`config.mk`:
```
export PLATFORM = sky130hd
export DESIGN_NAME = fifo_rd_stream
export DESIGN_NICKNAME = d
export VERILOG_FILES = /design/src/rtl/shared_pkg.sv /design/src/rtl/rd_skid_buf.sv /design/src/rtl/fifo_rd_stream.sv
export SDC_FILE = /design/constraint.sdc
export NUM_CORES = 1
export LEC_CHECK = 0
export ABC_AREA = 1
export ABC_CLOCK_PERIOD_IN_PS = 2200
export BUFFER_PORTS_ARGS = -buffer_cell sky130_fd_sc_hd__buf_2
export CAP_MARGIN = 30
export CELL_PAD_IN_SITES_DETAIL_PLACEMENT = 2
export CELL_PAD_IN_SITES_GLOBAL_PLACEMENT = 2
export CORE_ASPECT_RATIO = 0.6
export CORE_MARGIN = 4
export CORE_UTILIZATION = 27
export CTS_BUF_LIST = sky130_fd_sc_hd__clkbuf_2 sky130_fd_sc_hd__clkbuf_4 sky130_fd_sc_hd__clkbuf_8
export DETAILED_ROUTE_END_ITERATION = 7
export GPL_ROUTABILITY_DRIVEN = 0
export PLACE_DENSITY = 0.94
export SYNTH_ARGS = -nofsm -noshare
export SYNTH_HDL_FRONTEND = slang
export SYNTH_SLANG_ARGS = --single-unit
```
`constraint.sdc`:
```
create_clock -name clk -period 2.2 [get_ports clk]
set_clock_uncertainty 0.2 [all_clocks]
set_input_delay 0.11 -clock clk [delete_from_list [all_inputs] [get_ports clk]]
set_output_delay 0.11 -clock clk [all_outputs]
set_load 0.01 [all_outputs]
```
`src/rtl/shared_pkg.sv`:
```
// Types and constants shared by the sync FIFO and its read-side stream adapter.
package shared_pkg;

  localparam int unsigned FIFO_WIDTH   = 16;
  localparam int unsigned RD_BUF_DEPTH = 2;

  typedef enum logic [1:0] {
    BUF_EMPTY = 2'd0,
    BUF_ONE   = 2'd1,
    BUF_FULL  = 2'd2
  } rd_buf_state_e;

  function automatic logic [1:0] buf_occ(rd_buf_state_e st);
    unique case (st)
      BUF_ONE:  return 2'd1;
      BUF_FULL: return 2'd2;
      default:  return 2'd0;
    endcase
  endfunction

endpackage

```
`src/rtl/rd_skid_buf.sv`:
```
// Two-entry in-order buffer with registered head; knows nothing about the FIFO.
module rd_skid_buf
  import shared_pkg::*;
#(
  parameter int unsigned DATA_W = FIFO_WIDTH
) (
  input  logic              clk,
  input  logic              rst,
  input  logic              push,
  input  logic [DATA_W-1:0] push_data,
  input  logic              pop,
  output logic [1:0]        occ,
  output logic [DATA_W-1:0] head
);

  rd_buf_state_e     state_q, state_d;
  logic [DATA_W-1:0] head_q, head_d;
  logic [DATA_W-1:0] tail_q, tail_d;

  always_comb begin
    state_d = state_q;
    head_d  = head_q;
    tail_d  = tail_q;
    case (state_q)
      BUF_EMPTY: begin
        if (push) begin
          head_d  = push_data;
          state_d = BUF_ONE;
        end
      end
      BUF_ONE: begin
        if (push && pop) begin
          head_d = push_data;
        end else if (push) begin
          tail_d  = push_data;
          state_d = BUF_FULL;
        end else if (pop) begin
          state_d = BUF_EMPTY;
        end
      end
      BUF_FULL: begin
        if (pop) begin
          head_d = tail_q;
          if (push) tail_d = push_data;
          else      state_d = BUF_ONE;
        end
      end
      default: state_d = BUF_EMPTY;
    endcase
  end

  always_ff @(posedge clk) begin
    if (rst) begin
      state_q <= BUF_EMPTY;
      head_q  <= '0;
      tail_q  <= '0;
    end else begin
      state_q <= state_d;
      head_q  <= head_d;
      tail_q  <= tail_d;
    end
  end

  assign occ  = buf_occ(state_q);
  assign head = head_q;

  // The issue logic upstream must never let the buffer overflow or pop while empty.
  a_no_overflow: assert property (@(posedge clk) disable iff (rst)
    !(push && !pop && state_q == BUF_FULL));
  a_no_empty_pop: assert property (@(posedge clk) disable iff (rst)
    !(pop && state_q == BUF_EMPTY));

endmodule

```
`src/rtl/fifo_rd_stream.sv`:
```
// Sync-FIFO read adapter: issues rd_en, captures the 1-cycle-late data, presents valid/ready.
// Optional statistics counters are built only when FIFO_RD_STREAM_STATS_EN is defined.
module fifo_rd_stream
  import shared_pkg::*;
#(
  parameter int unsigned DATA_W = shared_pkg::FIFO_WIDTH,
  parameter int unsigned STAT_W = 16
) (
  input  logic              clk,
  input  logic              rst,
  input  logic              fifo_empty,
  input  logic              fifo_underflow,
  input  logic [DATA_W-1:0] fifo_data_out,
  output logic              fifo_rd_en,
  output logic              m_valid,
  input  logic              m_ready,
  output logic [DATA_W-1:0] m_data,
  output logic              err_underflow,
  output logic [STAT_W-1:0] stat_words,
  output logic [STAT_W-1:0] stat_stall
);

  logic [1:0] occ;
  logic [1:0] committed;
  logic       pop;
  logic       inflight_q, inflight_d;
  logic       err_q, err_d;

  rd_skid_buf #(
    .DATA_W (DATA_W)
  ) u_buf (
    .clk       (clk),
    .rst       (rst),
    .push      (inflight_q),
    .push_data (fifo_data_out),
    .pop       (pop),
    .occ       (occ),
    .head      (m_data)
  );

  assign m_valid = (occ != 2'd0);
  assign pop     = m_valid & m_ready;

  // Words held plus the one in flight; a read is safe if it stays within the buffer depth.
  assign committed  = occ + {1'b0, inflight_q};
  assign fifo_rd_en = !rst && !fifo_empty && ((committed < 2'(RD_BUF_DEPTH)) || pop);

  always_comb begin
    inflight_d = fifo_rd_en;
    err_d      = err_q | fifo_underflow;
  end

  always_ff @(posedge clk) begin
    if (rst) begin
      inflight_q <= 1'b0;
      err_q      <= 1'b0;
    end else begin
      inflight_q <= inflight_d;
      err_q      <= err_d;
    end
  end

  assign err_underflow = err_q;

`ifdef FIFO_RD_STREAM_STATS_EN
  logic [STAT_W-1:0] words_q, words_d;
  logic [STAT_W-1:0] stall_q, stall_d;

  always_comb begin
    words_d = words_q;
    stall_d = stall_q;
    if (pop && (words_q != '1))                  words_d = words_q + 1'b1;
    if (m_valid && !m_ready && (stall_q != '1))  stall_d = stall_q + 1'b1;
  end

  always_ff @(posedge clk) begin
    if (rst) begin
      words_q <= '0;
      stall_q <= '0;
    end else begin
      words_q <= words_d;
      stall_q <= stall_d;
    end
  end

  assign stat_words = words_q;
  assign stat_stall = stall_q;
`else
  assign stat_words = '0;
  assign stat_stall = '0;
`endif

endmodule
```
# ---- Word-level counts from Yosys, hierarchy flattened
# Index checks and enable logic that the tools add are counted.
dict set report totals {
  regBits 36
  input_bits 21
  wordCells 46
}
dict set report classes {
  n_addsub 1
  order_cmp 1
  n_eq_ne 8
  n_mux 16
  n_bitwise 2
  reduce_logical 13
}
# op n
set ops {}
lappend ops {{16-bit 2-to-1 mux} 6}
lappend ops {{16-bit case mux with 3 select lines} 1}
lappend ops {{16-bit case mux with 2 select lines} 1}
lappend ops {{2-bit 2-to-1 mux} 6}
lappend ops {{2-bit != test, second input constant} 4}
lappend ops {{2-bit case mux with 3 select lines} 1}
lappend ops {{5-bit AND reduction} 1}
lappend ops {{2-bit case mux with 2 select lines} 1}
lappend ops {{4-bit AND reduction} 1}
lappend ops {{2-bit nonzero test} 2}
lappend ops {{1-bit logical AND} 3}
lappend ops {{3-bit != test, second input constant} 1}
lappend ops {{3-bit AND reduction} 1}
lappend ops {{3-bit nonzero test} 1}
lappend ops {{2-bit by 1-bit adder with 2-bit output} 1}
lappend ops {{2-bit by 1-bit equality test with 1-bit output, second input constant} 1}
lappend ops {{2-bit equality test, second input constant} 1}
lappend ops {{1-bit logical NOT} 2}
lappend ops {{2-bit logical NOT} 1}
lappend ops {{2-bit < comparator, second input constant} 1}
lappend ops {{2-bit by 1-bit != test with 1-bit output, second input constant} 1}
lappend ops {{1-bit AND} 1}
lappend ops {{1-bit logical OR} 1}
lappend ops {{1-bit bitwise OR} 1}

# ---- Longest topological paths before layout
# Gate-level depths: netlist of run 1.
dict set report logic_depth {
  ltp_word 8
  depth_mapped 11
  mapped_depth_nobuf 10
}

# ---- Cells and area by module
# A second synthesis of run 1 with hierarchy kept.
dict set report unflattened {
  cells_unflattened 280
  hier_area_um2 1915.6
}
# module instances cells_per_inst area_each_um2 seq_area_each_um2
set modules_own_cells {}
lappend modules_own_cells {rd_skid_buf 1 231 1567.8 680.7}
lappend modules_own_cells {fifo_rd_stream 1 49 347.8 40.0}

# ---- Least setup slack after synthesis of run 1
# Ideal clock, no wire load.
dict set report synth_timing {
  path_type {flip-flop to flip-flop}
  from {register u_buf.state_q[0]}
  to {register u_buf.tail_q[10]}
  setup_ps 115
  arrival_time_ps 1479
  required_ps 1885
  setup_slack_ps 406
  path_stages_with_launch 9
  path_buffers 1
  synth_period_minus_slack_ps 1794
  cell_sequence {dfxtp_1 -> inv_1 -> ha_1 -> nand3_1 -> nand2_2 -> nand2_2 -> buf_2 -> a21oi_1 -> nor2_1}
}
dict set report synth_between {
  elab_chain_cells 7
  elab_cells_between_ends 11
}
# element line
set synth_rtl {}
lappend synth_rtl {{from (decl)} rd_skid_buf.sv:16} ;# rd_buf_state_e state_q, state_d;
lappend synth_rtl {{from (signal assigned)} rd_skid_buf.sv:58} ;# state_q <= state_d;
lappend synth_rtl {{2-bit equality test / 2-bit by 1-bit equality test with 1-bit output (equally long branches)} shared_pkg.sv:14} ;# unique case (st)
lappend synth_rtl {{2-bit case mux with 2 select lines *} shared_pkg.sv:14}
lappend synth_rtl {{2-bit nonzero test *} fifo_rd_stream.sv:41} ;# assign m_valid = (occ != 2'd0);
lappend synth_rtl {{named net m_valid} fifo_rd_stream.sv:15} ;# output logic m_valid,
lappend synth_rtl {{1-bit AND *} fifo_rd_stream.sv:42} ;# assign pop = m_valid & m_ready;
lappend synth_rtl {{1-bit logical AND} rd_skid_buf.sv:32} ;# if (push && pop) begin
lappend synth_rtl {{2-bit != test (no source line)} -}
lappend synth_rtl {{3-bit AND reduction (no source line) *} -}
lappend synth_rtl {{to (signal assigned)} rd_skid_buf.sv:60} ;# tail_q <= tail_d;
lappend synth_rtl {{to (decl)} rd_skid_buf.sv:18} ;# logic [DATA_W-1:0] tail_q, tail_d;
# The timed path passes the listed nets; every way through them passes the cells marked *.
# A chain may end at the register's enable or synchronous reset.

# ---- Worst setup path after layout of run 1
dict set report layout_timing {
  from {register u_buf.state_q[0]}
  to {output fifo_rd_en}
}
dict set report layout_between {
  elab_chain_cells 6
  elab_cells_between_ends 9
}
# element line
set layout_rtl {}
lappend layout_rtl {{2-bit equality test / 2-bit by 1-bit equality test with 1-bit output (equally long branches)} shared_pkg.sv:14}
lappend layout_rtl {{2-bit case mux with 2 select lines *} shared_pkg.sv:14}
lappend layout_rtl {{2-bit by 1-bit adder with 2-bit output / 2-bit nonzero test (equally long branches)} {fifo_rd_stream.sv:45, fifo_rd_stream.sv:41}}
lappend layout_rtl {{2-bit < comparator / 1-bit AND (equally long branches)} {fifo_rd_stream.sv:46, fifo_rd_stream.sv:42}}
lappend layout_rtl {{1-bit logical OR *} fifo_rd_stream.sv:46} ;# assign fifo_rd_en = !rst && !fifo_empty && ((committed < 2'(RD_BUF_DEPTH)) || pop);
lappend layout_rtl {{1-bit logical AND *} fifo_rd_stream.sv:46}
lappend layout_rtl {{to (decl)} fifo_rd_stream.sv:14} ;# output logic fifo_rd_en,
# Mark *: on every way between the ends. The rest lies on a longest branch, timed or not.

==> results.sh, run 1 <==
export IMPL_clockBufferDepth=2
export IMPL_synth_area_mux_share_pct=0
export IMPL_start_kind="register"
export IMPL_firstDrtPassIters=4
export IMPL_htree_levels=2
export IMPL_clock_sinks=36
export IMPL_drc_errors=0
export IMPL_drt_initial_drc_count=44
export IMPL_rsz0062_at_grt="no"
export IMPL_synth_cell_types=19
export IMPL_cp_slowest_cell="dfxtp_1"
export IMPL_syn_inst=328
export IMPL_setup_ws_ns=0.1410
export IMPL_routedWlPerCell_um=13.76
export IMPL_dp_hpwl_mm=4.678
export IMPL_synth_most_common_cell="nand2_1"
export IMPL_place_ws_ns=0.1048
export IMPL_die_area_sq_um=9438
export IMPL_yosys_area_share_adder_pct=4.103
export IMPL_path_class="register to output pin"
export IMPL_start_util_pct=28.55
export IMPL_powerDensity_nw_per_um2=1260
export IMPL_cp_arrival_ns=1.75
export IMPL_vias=2066
export IMPL_grt_ovfl_total=0
export IMPL_setup_viol=0
export IMPL_antenna_cells=0
export IMPL_design_area_sq_um=2603
export IMPL_ir_worst_vdd_mv=0.4388
export IMPL_worstHoldPathType="primary input to register"
export IMPL_grt_usage_pct=14.67
export IMPL_place_area_sq_um=2307
export IMPL_die_width_um=122.8
export IMPL_power_total_w=0.003278
export IMPL_synth_xor_area_share_pct=0
export IMPL_hold_viol=0
export IMPL_final_nets=408
export IMPL_n_fill_cell=930
export IMPL_end_kind="output pin"
export IMPL_synth_top_family_by_area="simple AND/OR/NAND/NOR gates"
export IMPL_cts_tree="built"
export IMPL_reg2reg_slack_ns=0.19
export IMPL_ys_flop_type="dfxtp_1"
export IMPL_min_path_cells=5
export IMPL_grt_start_max_net_pins=36
export IMPL_grt_pass1_wl_mm=10.98
export IMPL_instances_no_fill=485
export IMPL_finalSetupTns_ns=0
export IMPL_status="finished, final reports clean"
export IMPL_io_pins=72
export IMPL_synth_avg_cell_area_sq_um=6.508
export IMPL_synth_area_sq_um=2135
export IMPL_vias_per_cell=4.260
export IMPL_slowest_delay_ns=0.44
export IMPL_ys_ff_latch=36
export IMPL_reg2reg_to="u_buf.tail_q[0]$_SDFFE_PP0P_"
export IMPL_die_h_um=76.87
export IMPL_period_share_pct=93.59
export IMPL_clk_latency_ns=0.31
export IMPL_cp_required_ns=1.89
export IMPL_holdCritStartpoint="m_ready"
export IMPL_cts_inserted_buffers=5
export IMPL_clockRootBuffer="clkbuf_8"
export IMPL_core_area_sq_um=7477
export IMPL_yosys_area_share_simple_pct=29.66
export IMPL_reg2reg_from="u_buf.state_q[0]$_SDFFE_PP0P_"
export IMPL_crit_chain="inv_1, ha_1, nand2_1, nand2_1, o21ai_1, inv_1, buf_2"
export IMPL_yosysTopAreaCellShare_pct=33.76
export IMPL_layout_min_cycle_time_ns=2.059
export IMPL_crit_path_max_fanout=6
export IMPL_r2r_cells=9
export IMPL_port_buffer_count=39
export IMPL_cap_violations=0
export IMPL_synth_compound_area_share_pct=8.617
export IMPL_path_buf_inv=3
export IMPL_cp_top_family="flip-flops"
export IMPL_cts_setup_buffers=0
export IMPL_yosys_warnings=0
export IMPL_antenna_found_initial=0
export IMPL_row_count=24
export IMPL_clkTransAtPathRegs_ns=0.09
export IMPL_post_place_cells=458
export IMPL_antenna_left=0
export IMPL_synth_area_leaders="dfxtp_1 34%, nand2_1 14%, buf_4 12%, nor2_1 9.8%, inv_1 7.0%"
export IMPL_yosysTopAreaCell="dfxtp_1"
export IMPL_max_freq_mhz=485.7
export IMPL_ys_async_sr_fraction_pct=0
export IMPL_synth_edff_count=0
export IMPL_synth_cells_most_frequent="78 x nand2_1, 56 x nor2_1, 40 x inv_1"
export IMPL_whs_endpoint="inflight_q$_SDFF_PP0_"
export IMPL_leakagePower_nw=1.355
export IMPL_syn2layout_area_growth_pct=21.92
export IMPL_drive_gt1_share_pct=15.22
export IMPL_slew_violations=0
export IMPL_drt_total_wl_mm=6.674
export IMPL_seq_area_frac_synth_pct=33.76
export IMPL_first_global_vias=2318
-- cell families after synthesis --
kind of cell | count (synthesis)
flip-flops | 36
adder cells (fa/ha/maj) | 7
other | 1
AND/OR/NAND/NOR | 157
buffers and inverters | 91
AO/OA/AOI/OAI | 36
-- worst reg2reg max path: stages (launching register included) --
cell and delay (ns):
dfxtp_1 0.44, inv_1 0.13, ha_1 0.35, nand3_1 0.12
nand2_2 0.13, nand2_2 0.10, buf_12 0.18, nand3_1 0.11
nand2_1 0.10, nor2_1 0.04
-- cell usage in the layout, fill, tap and decap left out, types with 6 or more instances in the layout --
cell type      count
dfxtp_1           36
a21oi_1           18
dlygate4sd3_1     18
o21ai_0           16
inv_1             40
conb_1            32
ha_1               7
buf_2             39
nand2_1           78
clkbuf_8           6
nand3_1           19
nor2_1            56
-- timing repair --
action,4_1_cts,5_1_grt
hold endpoints to repair,17,0
setup endpoints to repair,0,17
resized for setup,0,2
hold buffers,18,0
-- per-stage QoR --
stage          utilization (%)  hold slack (ns)
6_report                 34.81          0.01222
5_1_grt                  34.81          0.03410
4_1_cts                  34.57          0.02867
3_5_place_dp             30.86           0.1195
3_3_place_gp             30.49           0.1086
2_1_floorplan                -         -0.01762
-- state kept, by name (all words and copies together) (netlist names) --
| name | flops |
|---|---|
| err_underflow | 1 |
| u_buf.tail_q | 16 |
| u_buf.head | 16 |
| u_buf.state_q | 2 |
| inflight_q | 1 |
-- where the power goes --
part | switching (W) | internal, W | leakage, nW
combinational | 0.00114 | 0.000597 | 1.01
clock | 0.000264 | 0.000281 | 0.0523
sequential | 0.000128 | 0.000871 | 0.296
total | 0.00153 | 0.00175 | 1.35
-- worst max path at each step --
stage | from | end | depth (start not counted) | slack, ns
2_1_floorplan | u_buf.state_q[0]$_SDFFE_PP0P_ | u_buf.tail_q[10]$_SDFFE_PP0P_ | 8 | 0.41
3_3_place_gp | u_buf.state_q[0]$_SDFFE_PP0P_ | u_buf.head[4]$_SDFFE_PP0P_ | 7 | 0.26
3_5_place_dp | u_buf.state_q[0]$_SDFFE_PP0P_ | u_buf.head[3]$_SDFFE_PP0P_ | 7 | 0.10
4_1_cts | u_buf.state_q[0]$_SDFFE_PP0P_ | fifo_rd_en | 7 | 0.02
5_1_grt | u_buf.state_q[0]$_SDFFE_PP0P_ | fifo_rd_en | 7 | 0.02
6_report | u_buf.state_q[0]$_SDFFE_PP0P_ | fifo_rd_en | 7 | 0.14
-- metal layers --
layer	global-route usage (%)	part of all wire, %
met5	0	0
met3	3.529	3.8
met4	4.022	1.2
met1	16.53	42
met2	27.25	53
-- final cells by class --
class                   instances  area [sq um]  share of cell area (%)
repair buffers                 61         450.4                   17.31
flip-flops and latches         36         720.7                   27.69
inverters                      43         161.4                   6.202
multi-input cells             233          1042                   40.05
clock buffers                   8         97.59                   3.750
well taps                     104         130.1                   5.000
Power figures use the tool's default switching activity.
==> inputs of run 2 (changes only) <==
- PLACE_DENSITY: 0.94 -> default
- PLACE_DENSITY_LB_ADDON: default -> 0.1
- SETUP_SLACK_MARGIN: default -> 0.2
==> run 2 against run 1 <==
Non-clock buffer count grew 9. Via count shrank 0.77%. Final area grew 2.5%. Critical path depth is the same. Core utilization grew 0.87 points. Sequential power is essentially flat. Combinational power grew 5%. Largest cell class unchanged.
==> results.sh, run 2 (synthesis gave the netlist of run 1 again) <==
export IMPL_status="finished, final reports clean"
export IMPL_start_kind="register"
export IMPL_power_total_w=0.003359
export IMPL_drt_total_wl_mm=6.191
export IMPL_max_freq_mhz=537.1
export IMPL_path_depth=7
export IMPL_drive_gt1_share_pct=17.53
export IMPL_end_kind="output pin"
export IMPL_grt_pass1_wl_mm=10.57
export IMPL_reg2reg_to="u_buf.tail_q[1]$_SDFFE_PP0P_"
export IMPL_antenna_left=0
export IMPL_cts_inserted_buffers=5
export IMPL_powerDensity_nw_per_um2=1259
export IMPL_cp_slowest_cell="dfxtp_4"
export IMPL_setup_viol=0
export IMPL_reg2reg_slack_ns=0.35
export IMPL_clockBufferDepth=2
export IMPL_slew_violations=0
export IMPL_final_nets=416
export IMPL_cts_tree="built"
export IMPL_instances_no_fill=492
export IMPL_vias=2050
export IMPL_dp_hpwl_mm=4.295
export IMPL_cap_violations=0
export IMPL_cp_required_ns=1.89
export IMPL_reg2reg_from="u_buf.state_q[0]$_SDFFE_PP0P_"
export IMPL_post_place_cells=462
export IMPL_rsz0062_at_grt="yes"
export IMPL_die_h_um=76.87
export IMPL_antenna_cells=0
export IMPL_antenna_found_initial=0
export IMPL_vias_per_cell=4.167
export IMPL_path_class="register to output pin"
export IMPL_crit_end="fifo_rd_en"
export IMPL_drt_initial_drc_count=77
export IMPL_path_buf_inv=3
export IMPL_layout_min_cycle_time_ns=1.862
export IMPL_hold_viol=0
export IMPL_row_count=24
export IMPL_place_ws_ns=0.1931
export IMPL_slowest_delay_ns=0.37
export IMPL_critPathLaunch="u_buf.state_q[0]$_SDFFE_PP0P_"
export IMPL_first_global_vias=2118
export IMPL_setup_ws_ns=0.3381
export IMPL_drc_errors=0
export IMPL_grt_ovfl_total=0
export IMPL_htree_levels=2
export IMPL_start_util_pct=28.55
export IMPL_port_buffer_count=39
export IMPL_grt_start_max_net_pins=35
export IMPL_firstDrtPassIters=4
export IMPL_grt_usage_pct=14.15
export IMPL_final_common_cell="nand2_1"
export IMPL_core_area_sq_um=7477
export IMPL_finalSetupTns_ns=0
export IMPL_final_cell_mix="78 x nand2_1, 56 x nor2_1, 40 x inv_1"
export IMPL_crit_chain="inv_1, ha_4, nand2_1, nand2_1, o21ai_2, inv_1, buf_2"
export IMPL_r2r_cells=9
export IMPL_period_share_pct=84.63
export IMPL_crit_path_max_fanout=6
export IMPL_clkTransAtPathRegs_ns=0.08
export IMPL_leakagePower_nw=1.384
export IMPL_cp_arrival_ns=1.55
export IMPL_clock_sinks=36
export IMPL_die_width_um=122.8
export IMPL_timing_hold_ws_ns=0.2859
export IMPL_ir_worst_vdd_mv=0.3099
export IMPL_routedWlPerCell_um=12.58
export IMPL_clockRootBuffer="clkbuf_8"
export IMPL_clk_latency_ns=0.30
export IMPL_die_area_sq_um=9438
export IMPL_io_pins=72
export IMPL_syn2layout_area_growth_pct=24.97
export IMPL_cp_top_family="buffers and inverters"
export IMPL_worstHoldPathType="register to register"
run 2: changes by cell type in the layout (fill, tap and decap cells not counted), sizes merged:
cell / delta
clkbuf: -1
dlygate4sd3: +2
nand3: -1
buf: +7
run 2: worst register-to-register path, delay by kind of cell, from the launching register on:
family	cells	cell delay, ns
simple gates	6	0.51
fa+ha+maj	1	0.24
buf+inv	2	0.42
flops	1	0.37
run 2: worst min path at each step:
stage / startpoint / to / slack (ns) / depth (start not counted)
6_report: u_buf.tail_q[0]$_SDFFE_PP0P_ / u_buf.tail_q[0]$_SDFFE_PP0P_ / 0.29 / 2
5_1_grt: u_buf.tail_q[15]$_SDFFE_PP0P_ / u_buf.tail_q[15]$_SDFFE_PP0P_ / 0.32 / 2
4_1_cts: u_buf.tail_q[0]$_SDFFE_PP0P_ / u_buf.tail_q[0]$_SDFFE_PP0P_ / 0.29 / 2
3_5_place_dp: rst / err_underflow$_SDFF_PP0_ / 0.12 / 2
3_3_place_gp: rst / err_underflow$_SDFF_PP0_ / 0.11 / 2
2_1_floorplan: rst / err_underflow$_SDFF_PP0_ / -0.02 / 1
run 2: metrics by stage:
step,utilization [%],instance area [sq um]
5_1_grt,35.68,2668
4_1_cts,34.92,2611
6_report,35.68,2668
2_1_floorplan,-,2251
3_5_place_dp,30.92,2312
3_3_place_gp,30.92,2312
run 2: power by group:
part,switching [W],internal [W],total [W],leakage [nW]
clock,0.000250,0.000279,0.000529,0.0503
combinational,0.00113,0.000692,0.00182,1.04
sequential,0.000128,0.000881,0.00101,0.297
run 2: repair_timing:
action / 4_1_cts / 5_1_grt
buffers inserted: 0 / 3
endpoints found under the setup margin: 13 / 23
gates cloned: 0 / 0
pin swaps: 0 / 1
endpoints found under the hold margin: 18 / 0
hold buffers: 20 / 0
resized for setup: 3 / 6
run 2: layer usage:
layer	global-route usage, %	share of wire (%)	vias up
li1	-	-	1043
met3	3.897	4.8	7
met2	22.13	45	42
met5	0	0	-
met4	4.358	1.3	0
met1	18.84	49	958
run 2: cell type report:
cell class	count	area [sq um]
clock buffer	7	96.34
fill	926	4810
inverter	43	161.4
multi-input combinational	232	1061
sequential	36	728.2
tap	104	130.1
timing repair buffer	70	490.5
==> inputs of run 3 (changes only) <==
- ABC_AREA: 1 -> 0
- ABC_CLOCK_PERIOD_IN_PS: 2200 -> 1660
- clock period: 2.2 -> 1.66 ns (I/O delays scaled with it)
==> run 3 against run 2 <==
Wire length shrank 1.3%. Cell count shrank 25%. Largest power group unchanged. The flow now finishes with violations (setup timing). Sequential share of layout area shrank 2.9 points.
==> results.sh, run 3 <==
export IMPL_status="finished, violations left"
export IMPL_violations="setup timing"
export IMPL_clkTransAtPathRegs_ns=0.07
export IMPL_clockRootBuffer="clkbuf_8"
export IMPL_antenna_left=0
export IMPL_period_share_pct=123.9
export IMPL_cts_inserted_buffers=5
export IMPL_crit_end="u_buf.tail_q[14]$_SDFFE_PP0P_"
export IMPL_reg2reg_slack_ns=-0.40
export IMPL_core_area_sq_um=6878
export IMPL_timing_hold_ws_ns=0.01989
export IMPL_synth_cell_types=29
export IMPL_cp_required_ns=1.63
export IMPL_ys_ff_latch=36
export IMPL_yosys_area_share_simple_pct=10.51
export IMPL_synth_compound_area_share_pct=15.06
export IMPL_power_total_w=0.003449
export IMPL_final_nets=308
export IMPL_rsz0062_at_grt="yes"
export IMPL_setup_ws_ns=-0.3968
export IMPL_grt_pass1_wl_mm=9.632
export IMPL_synth_area_sq_um=1977
export IMPL_antenna_found_initial=0
export IMPL_worstHoldPathType="primary input to register"
export IMPL_ys_async_sr_fraction_pct=0
export IMPL_pwr_share_clk_pct=23.1
export IMPL_yosys_warnings=0
export IMPL_hold_viol=0
export IMPL_critPathLaunch="u_buf.state_q[0]$_SDFFE_PP0P_"
export IMPL_slowest_delay_ns=0.39
export IMPL_yosysTopAreaCell="dfxtp_1"
export IMPL_synth_area_mux_share_pct=16.96
export IMPL_grt_start_max_net_pins=24
export IMPL_ys_flop_type="dfxtp_1"
export IMPL_swShare_pct=35.04
export IMPL_ir_worst_vdd_mv=0.3824
export IMPL_power_share_sequential_pct=32.7
export IMPL_start_kind="register"
export IMPL_final_cell_mix="39 x buf_2, 34 x dfxtp_1, 32 x conb_1"
export IMPL_row_count=23
export IMPL_drive_gt1_share_pct=48.04
export IMPL_crit_chain="inv_4, ha_4, mux2_4, a211oi_4, buf_6, buf_12, mux2i_2, nor2_1"
export IMPL_grt_ovfl_total=0
export IMPL_path_class="register to register"
export IMPL_drt_total_wl_mm=6.108
export IMPL_first_global_vias=1782
export IMPL_cts_tree="built"
export IMPL_antenna_cells=0
export IMPL_cp_slowest_cell="dfxtp_4"
export IMPL_clockBufferDepth=2
export IMPL_layout_min_cycle_time_ns=2.057
export IMPL_leakagePower_nw=1.207
export IMPL_place_ws_ns=-0.3629
export IMPL_yosysTopAreaCellShare_pct=36.46
export IMPL_r2r_cells=8
export IMPL_die_h_um=74.28
export IMPL_setup_viol=35
export IMPL_combPwrFrac_pct=44.2
export IMPL_routedWlPerCell_um=16.60
export IMPL_port_buffer_count=39
export IMPL_io_pins=72
export IMPL_reg2reg_to="u_buf.tail_q[14]$_SDFFE_PP0P_"
export IMPL_design_area_sq_um=2980
export IMPL_clock_sinks=36
export IMPL_synth_edff_count=0
export IMPL_crit_path_max_fanout=7
export IMPL_synth_most_common_cell="dfxtp_1"
export IMPL_start_util_pct=28.74
export IMPL_clk_latency_ns=0.30
export IMPL_powerDensity_nw_per_um2=1157
export IMPL_dp_hpwl_mm=4.394
export IMPL_syn2layout_area_growth_pct=50.76
export IMPL_die_width_um=118.5
export IMPL_grt_usage_pct=14.23
export IMPL_synth_area_leaders="dfxtp_1 36%, mux2i_1 16%, buf_4 13%, a211oi_2 8.9%, nor2_1 4.7%"
export IMPL_power_switching_w=0.001208
export IMPL_cp_arrival_ns=2.03
export IMPL_die_area_sq_um=8800
export IMPL_vias=1599
export IMPL_yosys_area_share_adder_pct=4.430
export IMPL_slew_violations=0
export IMPL_synth_top_family_by_area="multiplexers"
export IMPL_max_freq_mhz=486.2
export IMPL_seq_area_frac_synth_pct=36.46
export IMPL_final_common_cell="buf_2"
export IMPL_timing_slew_headroom_pct=64.07
export IMPL_synth_xor_area_share_pct=0.4430
export IMPL_synth_cells_most_frequent="36 x dfxtp_1, 34 x buf_4, 32 x mux2i_1"
export IMPL_drt_initial_drc_count=41
export IMPL_vias_per_cell=4.345
export IMPL_htree_levels=2
export IMPL_place_area_sq_um=2461
export IMPL_synth_avg_cell_area_sq_um=10.19
export IMPL_intPower_w=0.002241
export IMPL_firstDrtPassIters=4
export IMPL_end_kind="register"
export IMPL_n_fill_cell=715
export IMPL_syn_inst=194
export IMPL_drc_errors=0
export IMPL_worst_pin_slew_ns=0.5389
export IMPL_reg2reg_from="u_buf.state_q[0]$_SDFFE_PP0P_"
export IMPL_cap_violations=0
-- run 3: cell types whose count changed after synthesis, sizes merged, moves of 17 or more --
| cell | delta |
|---|---|
| a211oi | +17 |
| inv | -40 |
| mux2i | +32 |
| nand2 | -77 |
| nand3 | -19 |
| nor2 | -21 |
-- run 3: layout make-up --
type	instances	area [sq um]	area share (%)
timing repair buffer	90	753.2	25.27
multi-input combinational	145	1265	42.44
sequential	36	728.2	24.43
inverter	2	15.01	0.5038
tap	87	108.9	3.652
clock buffer	5	68.82	2.309
clock inverter	3	41.29	1.385
-- run 3: metal layers --
layer / up-vias / GRT usage, % / share of wire, %
met5: - / 0 / 0
met2: 57 / 24.86 / 47
met1: 759 / 17.28 / 46
met4: 0 / 5.135 / 1.5
met3: 11 / 3.875 / 4.9
li1: 772 / - / -
-- run 3: through the flow --
step / setup TNS [ns] / util (%) / instances
final: -11.59 / 43.33 / 368
after global routing: -14.54 / 43.33 / 368
after CTS: -10.98 / 42.08 / 364
after detailed placement: -10.49 / 35.78 / 332
after global placement: -8.282 / 35.78 / 332
after floorplan: -10.61 / - / 225
-- run 3: kinds of logic after synthesis --
family / after synthesis
other: 1
AO/OA/AOI/OAI: 27
multiplexers: 33
AND/OR/NAND/NOR: 45
XOR/XNOR: 1
buffers and inverters: 44
adder cells (fa/ha/maj): 7
flip-flops: 36
-- run 3: timing repair --
item	4_1_cts	5_1_grt
gates cloned	1	1
endpoints found under the hold margin	30	0
pin swaps	5	1
hold buffers	18	0
endpoints found under the setup margin	37	37
gates resized for setup	14	10
buffers inserted	5	3
-- run 3: worst max-delay path, delay by kind of cell (launching register included) --
| kind | cells | cell delay, ns |
|---|---|---|
| compound gates | 1 | 0.21 |
| fa+ha+maj | 1 | 0.17 |
| buf+inv | 3 | 0.36 |
| flops | 1 | 0.39 |
| mux | 2 | 0.55 |
| simple gates | 1 | 0.06 |
-- run 3: worst min-delay path by stage --
stage	startpoint	slack (ns)	cells after the start	endpoint
detailed placement	fifo_empty	0.07	2	inflight_q$_SDFF_PP0_
global placement	fifo_empty	0.07	2	inflight_q$_SDFF_PP0_
global route	m_ready	0.05	3	inflight_q$_SDFF_PP0_
CTS	m_ready	-0.01	3	inflight_q$_SDFF_PP0_
finish	m_ready	0.02	3	inflight_q$_SDFF_PP0_
floorplan	fifo_empty	-0.04	1	inflight_q$_SDFF_PP0_
-- run 3: power groups by stage --
stage	registers (W)	clock network [W]	logic (W)
finish	0.00113	0.000797	0.00153
global route	0.00114	0.000875	0.00165
CTS	0.00112	0.000832	0.00146
detailed placement	0.00114	0	0.00124
global placement	0.00113	0	0.00119
floorplan	0.00118	0	0.000777
